### src/rtl/io_timer.sv
// RRIOT interval timer: 8-bit down-counter behind a 1/8/64/1024 prescaler.
// Owns bus offsets with A[2]=1 and drives the active-low irq_n line.
module io_timer (
  input  logic       clk,
  input  logic       rst,
  input  logic       enable,
  input  logic       we_n,
  input  logic [3:0] A,
  input  logic [7:0] DI,
  output logic [7:0] DO,
  output logic       OE,
  output logic       irq_n
);

  logic [7:0] count_q, count_d;
  logic [9:0] pre_q, pre_d;
  logic [1:0] div_sel_q, div_sel_d;
  logic       irq_en_q, irq_en_d;
  logic       irq_flag_q, irq_flag_d;
  logic       fast_q, fast_d;
  logic [7:0] rd_data_q, rd_data_d;

  logic       sel;
  logic       wr;
  logic       rd_tmr;
  logic       rd_flg;
  logic [9:0] lim;
  logic       tick;
  logic       under;

  assign sel    = enable & A[2];
  assign wr     = sel & ~we_n;
  assign rd_tmr = sel & we_n & ~A[0];
  assign rd_flg = sel & we_n & A[0];

  always_comb begin
    lim = 10'd0;
    unique case (div_sel_q)
      2'b00: lim = 10'd0;
      2'b01: lim = 10'd7;
      2'b10: lim = 10'd63;
      2'b11: lim = 10'd1023;
      default: lim = 10'd0;
    endcase
  end

  assign tick  = fast_q | (pre_q == lim);
  assign under = tick & (count_q == 8'h00);

  always_comb begin
    count_d    = count_q;
    pre_d      = pre_q;
    div_sel_d  = div_sel_q;
    irq_en_d   = irq_en_q;
    irq_flag_d = irq_flag_q;
    fast_d     = fast_q;
    rd_data_d  = rd_data_q;

    if (wr) begin
      // A write restarts the timer and overrides any tick on this edge
      count_d    = DI;
      div_sel_d  = A[1:0];
      irq_en_d   = A[3];
      pre_d      = 10'd0;
      fast_d     = 1'b0;
      irq_flag_d = 1'b0;
    end else begin
      if (!fast_q) begin
        pre_d = tick ? 10'd0 : pre_q + 10'd1;
      end
      if (tick) begin
        count_d = count_q - 8'd1;
      end
      if (rd_tmr) begin
        rd_data_d  = count_q;
        irq_en_d   = A[3];
        irq_flag_d = 1'b0;
      end
      if (rd_flg) begin
        rd_data_d = {irq_flag_q, 7'b0};
      end
      // Underflow after the read clear so a coincident set wins
      if (under) begin
        irq_flag_d = 1'b1;
        fast_d     = 1'b1;
      end
    end
  end

  always_ff @(posedge clk or posedge rst) begin
    if (rst) begin
      count_q    <= 8'h00;
      pre_q      <= 10'd0;
      div_sel_q  <= 2'b00;
      irq_en_q   <= 1'b0;
      irq_flag_q <= 1'b0;
      fast_q     <= 1'b0;
      rd_data_q  <= 8'h00;
    end else begin
      count_q    <= count_d;
      pre_q      <= pre_d;
      div_sel_q  <= div_sel_d;
      irq_en_q   <= irq_en_d;
      irq_flag_q <= irq_flag_d;
      fast_q     <= fast_d;
      rd_data_q  <= rd_data_d;
    end
  end

  assign OE    = sel & we_n;
  assign DO    = OE ? rd_data_q : 8'h00;
  assign irq_n = ~(irq_flag_q & irq_en_q);

endmodule

### config.mk
export PLATFORM = sky130hd
export DESIGN_NAME = io_timer
export DESIGN_NICKNAME = d
export VERILOG_FILES = /design/src/rtl/io_timer.sv
export SDC_FILE = /design/constraint.sdc
export NUM_CORES = 1
export LEC_CHECK = 0
export ABC_AREA = 1
export CORE_ASPECT_RATIO = 0.8
export CORE_MARGIN = 2
export CORE_UTILIZATION = 54
export DETAILED_ROUTE_END_ITERATION = 8
export GPL_ROUTABILITY_DRIVEN = 0
export HOLD_SLACK_MARGIN = 0.12
export PLACE_DENSITY_LB_ADDON = 0.05
export SYNTH_ARGS = -nofsm -noshare
export SYNTH_HDL_FRONTEND = slang
export SYNTH_SLANG_ARGS = --single-unit
### constraint.sdc
create_clock -name clk -period 1.6 [get_ports clk]
set_input_delay 0.32 -clock clk [delete_from_list [all_inputs] [get_ports clk]]
set_output_delay 0.32 -clock clk [all_outputs]
set_load 0.01 [all_outputs]
## Word-level counts from Yosys, hierarchy flattened

Cells that the tools add are included.
Widths: inputs -> output; s select.

| storage, ports and cells | value |
|---|---|
| register bits | 31 |
| input bits | 16 |
| output and inout bits | 10 |

| operators by class | value |
|---|---|
| bitwise logic cells | 12 |
| reduce and logical (&&, ||, !) cells | 8 |
| add/sub/neg operators | 2 |
| mux-type cells | 16 |
| equality and inequality tests | 5 |

Operator list:

| kind | number |
|---|---|
| $mux 8 | 5 |
| $pmux 10 s4 | 1 |
| $mux 10 | 3 |
| $add 10x1->10 const B | 1 |
| $eq 10x10->1 | 1 |
| $logic_not 8->1 | 1 |
| $reduce_bool 2->1 | 4 |
| $sub 8x1->8 const B | 1 |
| $and 1x1->1 | 7 |
| $mux 1 | 7 |
| $eq 2x2->1 const B | 2 |
| $not 1->1 | 4 |
| $reduce_bool 3->1 | 1 |
| $eq 2x1->1 const B | 1 |
| $logic_not 2->1 | 1 |
| $ne 2x1->1 const B | 1 |
| $reduce_and 2->1 | 1 |
| $or 1x1->1 | 1 |

## Longest topological paths before layout

| depth | value |
|---|---|
| depth after elaboration | 7 |
| gate-level depth with buffers | 10 |
| mapped depth without buffers | 9 |

## Worst setup path before layout

Ideal clock, no wire load.

| timing path | value |
|---|---|
| kind | register to register |
| from | reg div_sel_q[1] |
| to | reg pre_q[0] |
| stages on the path, launching flop included | 11 |
| slack | 0.273 ns |
| arrival | 1.209 ns |
| path buffers | 2 |
| cell sequence | dfrtp_1 -> inv_1 -> nand2_1 -> nand2_1 -> nand2_1 -> nor2_1 -> nand3_2 -> buf_6 -> buf_8 -> nand4_1 -> nand2_1 |

| on the way | value |
|---|---|
| longest elaborated chain between the ends | 7 |
| elaborated cells on any way between the ends | 10 |
| classes of those cells | eq/ne: 4; mux: 4; bitwise: 1; reduce/logical: 1 |

Ends and longest elaborated chain:

| what | RTL line | source |
|---|---|---|
| start: declaration | 17 | `logic [1:0] div_sel_q, div_sel_d;` |
| start signal: assignment | 102 | `div_sel_q <= div_sel_d;` |
| $eq 2x2->1 (tied with other cells) | 38 | `unique case (div_sel_q)` |
| $pmux 10 s4 * | 38 |  |
| $eq 10x10->1 * | 47 | `assign tick = fast_q \| (pre_q == lim);` |
| $or 1x1->1 * | 47 |  |
| $mux 10 * | 69 | `pre_d = tick ? 10'd0 : pre_q + 10'd1;` |
| $mux 10 * | 68 | `if (!fast_q) begin` |
| $mux 10 * | 59 | `if (wr) begin` |
| end signal: assignment | 101 | `pre_q <= pre_d;` |
| end: declaration | 16 | `logic [9:0] pre_q, pre_d;` |

Mark *: on every way between the ends. The rest lies on a longest branch, timed or not. The select of a mux whose other input is x is not followed.
A chain may end at the register's enable or synchronous reset.

## Worst setup path in the final report

| timing path | value |
|---|---|
| from | reg div_sel_q[1] |
| to | reg fast_q |

| on the way | value |
|---|---|
| longest elaborated chain between the ends | 6 |
| elaborated cells on any way between the ends | 9 |
| classes of those cells | eq/ne: 4; mux: 1; bitwise: 2; reduce/logical: 2 |

Ends and longest elaborated chain:

| what | RTL line | source |
|---|---|---|
| $eq 2x2->1 (tied with other cells) | 38 |  |
| $pmux 10 s4 * | 38 |  |
| $eq 10x10->1 * | 47 |  |
| $or 1x1->1 * | 47 |  |
| $and 1x1->1 * | 48 | `assign under = tick & (count_q == 8'h00);` |
| $reduce_bool 2->1 (no source line) * | - |  |
| end signal: assignment | 105 | `fast_q <= fast_d;` |
| end: declaration | 20 | `logic fast_q, fast_d;` |

Mark *: on every way between the ends. The rest lies on a longest branch, timed or not.

==> flow_summary.json <==
{
  "critPathCaptureType": "flop",
  "synthSimpleGateAreaFrac": 0.361,
  "grt_setup_unrepaired": "false",
  "remaining_drc_errors": 0,
  "p_sw_frac": 0.409,
  "io_buffers": 25,
  "status": "complete, no violations",
  "power.density_nw_per_um2": 1360,
  "path_common_cell": "nand2_1",
  "whs_ns": 0.415,
  "grt_pass1_vias": 1623,
  "yosys.area.top_type_share": 0.413,
  "syn_inst": 260,
  "grt.total_usage": 0.235,
  "synth_ff_type": "dfrtp_1",
  "worst_setup_path_start_kind": "flop",
  "ant_nets": 0,
  "clkPwrFrac": 0.191,
  "synth.most_common_cell": "nand2_1",
  "power.internal_mw": 1.84,
  "grt_start_max_net_pins": 32,
  "tightestPinTransition_ns": 0.433,
  "synth-warning-count": 0,
  "timing.rr.end": "fast_q",
  "fin_setup_tns_ns": 0,
  "synth_xor_area_frac": 0.0280,
  "ys_ff_latch": 31,
  "synthTopCellsByCount": "nand2_1 (83), inv_1 (32), dfrtp_1 (31), nor2_1 (28), nand4_1 (22)",
  "hold_class": "in -> async",
  "p_leak_nw": 1.21,
  "grt_antenna_before_repair": 0,
  "seqPwrFrac": 0.386,
  "tritoncts": "built",
  "wirelength_um": 4160,
  "ios": 26,
  "max-clock-path-buffers": 2,
  "synth_compound_area_frac": 0.0660,
  "fp.dieArea_um2": 3970,
  "ys_seq_area_frac": 0.413,
  "combPwrFrac": 0.423,
  "setup_slack_ns": 0.175,
  "max_stage_delay_ns": 0.44,
  "diodes": 0,
  "synthesis.nets": 279,
  "area_growth_pct": 21.7,
  "arrival_ns": 1.63,
  "dr.pass1.iters": 4,
  "h-tree-depth": 2,
  "fillers": 311,
  "maxCapViolCount": 0,
  "coreArea_um2": 3380,
  "r2r_cells": 10,
  "setup_viol": 0,
  "async_flop_share": 1.00,
  "initial_core_util": 0.556,
  "critical_path_class": "reg -> reg",
  "timing.rr.start": "div_sel_q[1]",
  "synth_fa_ha_area_frac": 0.0200,
  "finalHoldViolations": 0,
  "switching_power_mw": 1.27,
  "globalRouteOverflowTotal": 0,
  "irDropWorstVdd_mv": 0.932,
  "synth.avg_cell_area_um2": 7.22,
  "cts-buffers-inserted": 5,
  "viasPerCell": 5.23,
  "grt_pass1_wl_um": 7420,
  "cts.reportedPaths.clkPinSlew_ns": 0.07,
  "die_y_um": 56.7,
  "critPathMaxFanout": 14,
  "hold_buffers": 0,
  "critPathRequiredTime_ns": 1.81,
  "drv_slew": 0,
  "clock_skew_ns": 0.00528,
  "synth_cell_types": 28,
  "placementRows": 19,
  "insertion_delay_ns": 0.29,
  "final_util": 0.676,
  "cp_slowest_cell": "dfrtp_1",
  "maxClockFrequency_ghz": 0.702,
  "root_buffer": "clkbuf_8",
  "nNetsFinal": 319,
  "post-route-min-period_ns": 1.43,
  "num_vias": 1793,
  "synth_largest_area_cell": "dfrtp_1",
  "worstPathCellList": "inv_1 -> nand2_1 -> nand2_1 -> nand2_1 -> nor2_1 -> nand3_2 -> buf_6 -> nand2_1 -> nand2_1 -> o21ai_0",
  "place_ws_ns": -0.400,
  "die_x_um": 69.9,
  "synth_area_um2": 1880,
  "synth_top_family_by_area": "simple AND/OR/NAND/NOR gates",
  "cts.sinks": 31,
  "post_route_cells_drive_above_1_share": 0.136,
  "synth_area_leaders": "dfrtp_1 (41%), nand2_1 (17%), nand4_1 (7.3%), inv_1 (6.4%), nor2_1 (5.6%)",
  "routedWlPerCell_um": 12.1,
  "synthMuxAreaShare": 0.00600,
  "ff2ff_setup_slack_ns": 0.17,
  "synth_edf_count": 0,
  "place_hpwl_um": 2930,
  "drt_iter0_drc": 171,
  "slew_headroom": 0.710,
  "post-route-period-util": 0.891
}
layer usage:
layer / GRT usage / part of all wire
met2: 0.332 / 0.40
met1: 0.352 / 0.52
met3: 0.0539 / 0.067
met5: 0 / 0
met4: 0.0824 / 0.016
layout make-up:
type | instances | area [um^2] | share of cell area
clock inverters | 1 | 5.00 | 0.00219
multi-input cells | 186 | 907 | 0.397
flip-flops and latches | 31 | 776 | 0.340
inverters | 34 | 128 | 0.0559
repair buffers | 42 | 339 | 0.148
well taps | 42 | 52.6 | 0.0230
clock buffers | 7 | 76.3 | 0.0334
worst max-delay path, delay by kind of cell (launching register included):
kind / cells / cell delay [ns]
and+or+nand+nor: 7 / 0.56
DFF: 1 / 0.44
buffers and inverters: 2 / 0.26
AOI/OAI and AO/OA: 1 / 0.07
worst max path at each step:
stage                 start  endpoint  slack [ns]  cells past startpoint
2_1_floorplan  div_sel_q[1]  pre_q[0]        0.27                     10
3_3_place_gp           we_n     DO[7]       -0.38                      5
3_5_place_dp           we_n     DO[4]       -0.40                      5
4_1_cts        div_sel_q[1]    fast_q        0.16                     10
5_1_grt        div_sel_q[1]    fast_q        0.02                     10
6_report       div_sel_q[1]    fast_q        0.17                     10
layout by cell type, fill, tap and decap left out, drive strengths merged:
cell type / instances
ha: 3
inv: 33
o22ai: 7
xor2: 3
dfrtp: 31
a31oi: 1
o21ai: 11
mux2: 1
clkinv: 2
xnor2: 3
nand3: 15
clkdlybuf4s50: 12
clkbuf: 7
a21oi: 3
dlygate4sd2: 4
nand2: 85
buf: 25
nor3: 1
nand4: 22
nor2: 30
nand3b: 1
clkdlybuf4s15: 1
power by group through the flow:
stage	combinational (mW)	sequential [mW]	clock [mW]
6_report	1.32	1.20	0.594
5_1_grt	1.53	1.23	0.628
3_3_place_gp	1.28	1.20	0
2_1_floorplan	1.02	1.16	0
3_5_place_dp	1.31	1.21	0
4_1_cts	1.31	1.20	0.611
logic make-up after synthesis:
group,after synthesis
flip-flops,31
AND/OR/NAND/NOR,154
multiplexers,1
adder cells (fa/ha/maj),3
XOR/XNOR,6
buffers and inverters,43
AO/OA/AOI/OAI,22
repair_timing:
item,in CTS,in global routing
setup buffers,0,0
gates resized for setup,41,1
setup endpoints to repair,10,1
gates cloned,1,0
registers in the layout (all words and copies together) (netlist names):
signal,flops
fast_q,1
rd_data_q,8
irq_flag_q,1
count_q,8
pre_q,10
irq_en_q,1
div_sel_q,2
through the flow:
stage / instances / area [um^2] / power [mW]
2_1_floorplan: 260 / 1880 / 2.18
3_3_place_gp: 334 / 2230 / 2.49
3_5_place_dp: 334 / 2230 / 2.52
4_1_cts: 343 / 2280 / 3.11
5_1_grt: 343 / 2280 / 3.39
6_report: 343 / 2280 / 3.11
Power figures use the tool's default switching activity.
